File: src/rtl/pdetect_mc.sv
// rtl/pdetect_mc.sv - time-multiplexed multi-channel phase-wrap detector with saturating wrap counts
module pdetect_mc #(
    parameter int w   = 18,
    parameter int cw  = 2,
    parameter int nch = 2,
    parameter int chw = 1
) (
    input  logic                       clk,
    input  logic                       rst_n,
    input  logic                       strobe_in,
    input  logic                       first_in,
    input  logic signed [w-1:0]        ang_in,
    input  logic                       clear_in,
    output logic signed [w-1:0]        ang_out,
    output logic signed [w+cw-1:0]     ext_out,
    output logic                       sat_out,
    output logic [chw-1:0]             ch_out,
    output logic                       strobe_out
);

    localparam logic signed [w-1:0]  qpos = w'(1) << (w - 2);
    localparam logic signed [w-1:0]  qneg = -qpos;
    localparam logic signed [cw-1:0] smax = cw'((1 << (cw - 1)) - 1);
    localparam logic signed [cw-1:0] smin = -smax;

    logic signed [w-1:0]  prev [nch];
    logic signed [cw-1:0] cnt  [nch];
    logic [chw-1:0]       ptr;

    logic [chw-1:0]       idx;
    logic [chw-1:0]       idx_next;
    logic signed [w-1:0]  p;
    logic signed [cw-1:0] s_cur;
    logic signed [cw-1:0] s_new;
    logic                 up_wrap;
    logic                 down_wrap;
    logic signed [w-1:0]  ang_sat;
    logic signed [w+cw-1:0] ext_val;

    always_comb begin
        idx       = first_in ? '0 : ptr;
        idx_next  = (idx == chw'(nch - 1)) ? '0 : idx + 1'b1;
        p         = prev[idx];
        // a coincident clear means this sample sees a zero count before wrap detection
        s_cur     = clear_in ? '0 : cnt[idx];
        up_wrap   = (p >= qpos) && (ang_in < qneg);
        down_wrap = (p < qneg) && (ang_in >= qpos);
        s_new     = s_cur;
        if (up_wrap && (s_cur != smax)) begin
            s_new = s_cur + 1'b1;
        end else if (down_wrap && (s_cur != smin)) begin
            s_new = s_cur - 1'b1;
        end
        if (s_new == '0) begin
            ang_sat = ang_in;
        end else if (s_new[cw-1]) begin
            ang_sat = {1'b1, {(w-1){1'b0}}};
        end else begin
            ang_sat = {1'b0, {(w-1){1'b1}}};
        end
        ext_val = {{cw{ang_in[w-1]}}, ang_in} + {s_new, {w{1'b0}}};
    end

    always_ff @(posedge clk or negedge rst_n) begin
        if (!rst_n) begin
            for (int i = 0; i < nch; i++) begin
                prev[i] <= '0;
                cnt[i]  <= '0;
            end
            ptr        <= '0;
            ang_out    <= '0;
            ext_out    <= '0;
            sat_out    <= 1'b0;
            ch_out     <= '0;
            strobe_out <= 1'b0;
        end else begin
            if (clear_in) begin
                for (int i = 0; i < nch; i++) begin
                    cnt[i] <= '0;
                end
            end
            strobe_out <= strobe_in;
            // the per-sample count write below takes priority over the clear above
            if (strobe_in) begin
                prev[idx] <= ang_in;
                cnt[idx]  <= s_new;
                ptr       <= idx_next;
                ang_out   <= ang_sat;
                ext_out   <= ext_val;
                sat_out   <= (s_new == smax) || (s_new == smin);
                ch_out    <= idx;
            end
        end
    end

endmodule
File: config.mk
export PLATFORM = sky130hd
export DESIGN_NAME = pdetect_mc
export DESIGN_NICKNAME = d
export VERILOG_FILES = /design/src/rtl/pdetect_mc.sv
export SDC_FILE = /design/constraint.sdc
export NUM_CORES = 1
export LEC_CHECK = 0
export CAP_MARGIN = 0
export CORE_MARGIN = 2
export CORE_UTILIZATION = 50
export DETAILED_ROUTE_END_ITERATION = 16
export PLACE_DENSITY = 0.83
export SYNTH_ARGS = -nofsm -noshare
export SYNTH_HDL_FRONTEND = slang
export SYNTH_SLANG_ARGS = --single-unit
File: constraint.sdc
create_clock -name clk -period 4.6 [get_ports clk]
set_input_delay 0.92 -clock clk [delete_from_list [all_inputs] [get_ports clk]]
set_output_delay 0.92 -clock clk [all_outputs]
set_load 0.005 [all_outputs]
==> impl_results.md <==
- Starting Density: 0.519
- Row cnt: 24
- Worst-margin pin slew: 0.653 ns
- Status: completed
- CTS resizes: 0
- Overall Power: 1.18 mW
- Crit-path max cell delay: 0.49 ns
- Final wirelength: 4.91 mm
- CTS tree: done
- Post-synth ARST share: 1.00
- Final hold vios: 0
- Clock tree buffer depth: 2
- GRT overflow: 0
- DIE WIDTH: 71.2 µm
- Maximum clock skew at final layout: 0.00492 ns
- Vias in the first global route: 1677
- IO Port Bufs: 63
- Clock-pin slew on the worst setup and hold paths: 0.09 ns
- Worst setup margin: 0.889 ns
- Gate Count Post-Synth: 172
- Post-layout util: 0.702
- Detail Route Antenna Nets: 0
- Boundary pin count: 64
- Drt pass-1 iters: 4
- Seq cells post-synth: 50
- Top post-synthesis cells by area: dfrtp_1 55%, mux2_2 12%, o2bb2ai_1 6.6%
- Leakage Power: 1.27 nW
- Cell Pwr Density: 387 nW/µm²
- Routed len/inst: 16.9 µm
- # nets final: 263
- Syn-to-layout area delta: 35.3%
- Avg Cell Area, Syn: 13.1 µm²
- Non-Filler Instances: 290
- Syn Nets: 198
- GP Congestion: 0.799
- Count of different cell masters after synthesis: 40
- Slowest-stage cell, CP: clkdlybuf4s50_1
- Maximum VDD drop: 0.000253 V
- Post-route cell area: 3060 µm²
- Cell Chain, Critical Path: clkdlybuf4s50_1 > nand2b_4 > mux2i_1 > nor2_1 > ha_1 > or3b_4 > nor3_1 > or3_1 > nand2_4 > inv_2 > ha_1 > xnor2_1 > nor2_1 > a221o_1
- Arr. time, crit path: 3.91 ns
- Rel. slew slack: 0.564
- Number of setup buffers added after CTS: 0
- Detailed Place HPWL: 3.29 mm
- Leading area contributor after synthesis: dfrtp_1
- EDFF count, synth: 0
- Fmax: 269 MHz
- Req. time, crit path: 4.80 ns
- Final setup vio count: 0
- Root Driver: clkbuf_8
- RSZ-0062 raised after global routing: no
- TritonCTS Buffers: 5
- Clock sinks: 50
- Tcrit/Tclk final: 0.807
- CTS H-tree lvls: 2
- Predominant post-synthesis flop cell: dfrtp_1
- Max_cap viols: 0
- Die height: 71.2 µm
- Clock latency on the worst-skew pair: 0.30 ns
- Yosys top cell area share: 0.554
- Seq/Total Area, Yosys: 0.554
- Die ar.: 5070 µm²
- Largest net degree at the start of global routing: 51
- Hold Buf Count CTS: 0
- Worst setup EP type: flip-flop
- Warnings from Yosys: 0
- Max-slew violations: 0
- Synthesized cell area: 2260 µm²
- Post-placement cell area: 2910 µm²
- Worst hold path class: flip-flop to flip-flop
- Min Tclk post-route: 3.71 ns
- Worst Setup Start Kind: primary input
- GRT Total Usage: 0.210
- Initial antenna violation count: 0
- Vias per cell: 5.56
- DP Cell Count: 282
- Global-route wire length before repair: 8.17 mm
- Fin Hold WS: 0.493 ns
- Share of cells above drive strength 1: 0.214
- Crit path max fanout: 6
- Place WS: 0.564 ns
- Ant. Diodes: 0
- Final setup TNS: 0 ns
- Vias post-DR: 1613
- DRT iter0 DRCs: 61
- CORE AREA: 4350 µm²
- Type of the worst setup path: primary input to flip-flop
- DRC Markers: 0
-- kinds of logic (layout without fill, tap and decap cells) --
family,after synthesis,count (layout),share of synthesized area
simple gates,25,25,0.0764
mux,27,27,0.137
buf+inv,14,80,0.0376
xor+xnor,1,1,0.00388
fa+ha+maj,3,3,0.0166
flops,50,50,0.554
compound gates,52,52,0.175
-- synthesized netlist by cell type, types with 2 or more instances --
| master | instances |
|---|---|
| buf_2 | 2 |
| o2bb2ai_1 | 17 |
| mux2_2 | 24 |
| nor3_1 | 2 |
| nand2_1 | 6 |
| dfrtp_1 | 50 |
| a21oi_1 | 20 |
| nor2_1 | 4 |
| buf_6 | 4 |
| inv_1 | 3 |
| ha_1 | 3 |
| o21ai_0 | 5 |
| buf_1 | 2 |
| nand3b_1 | 4 |
-- registers in the layout (all words and copies together) (netlist names) --
name / cells
strobe_out: 1
cnt: 4
sat_out: 1
ch_out: 1
ang_out: 18
ext_out: 20
prev: 4
ptr: 1
-- where the power goes --
part	leakage (nW)	internal (mW)	switching, mW
combinational	0.597	0.164	0.109
sequential	0.601	0.498	0.0359
clock	0.0714	0.232	0.146
-- final cells by class --
type	instances	area (µm²)
clock buffer	6	82.6
clock inverter	2	60.1
fill	334	1300
inverter	5	18.8
multi-input combinational	108	923
sequential	50	1250
tap	52	65.1
timing repair buffer	67	656
-- placed cells by master (no fill, tap or decap), drive strengths merged, types with 3 or more instances in the layout --
master and instances:
a21oi 20, buf 5, clkbuf 6, clkdlybuf4s50 62, dfrtp 50, ha 3
inv 4, mux2 25, nand2 7, nand3b 4, nor2 4, nor3 3
o21ai 6, o2bb2ai 17
-- path summary, 6_finish.rpt --
kind	slack [ns]	cells after the start	start	to
worst min register to register	0.49	1	ang_out[1]	ang_out[1]
worst max register to register	1.59	13	ptr	ext_out[19]
min in group asynchronous	0.69	2	rst_n	cnt[3]
worst max-delay path	0.89	14	first_in	ext_out[19]
worst min-delay path	0.49	1	ang_out[1]	ang_out[1]
max in group asynchronous	3.46	2	rst_n	ext_out[16]
-- routing by layer --
layer | vias up | GRT usage | part of all wire
met5 | - | 0 | 0
met2 | 49 | 0.317 | 0.47
li1 | 762 | - | -
met4 | 0 | 0.0776 | 0.0094
met1 | 795 | 0.276 | 0.44
met3 | 7 | 0.0816 | 0.081
-- worst max-delay path: cells and delay by family --
kind | cells | cell delay, ns
muxes | 1 | 0.31
adders and majority gates | 2 | 0.37
and+or+nand+nor | 7 | 1.31
AOI/OAI and AO/OA | 1 | 0.32
xor gates and xnor gates | 1 | 0.13
buffers and inverters | 2 | 0.54
Note: power is estimated with default switching activity, not from simulation.
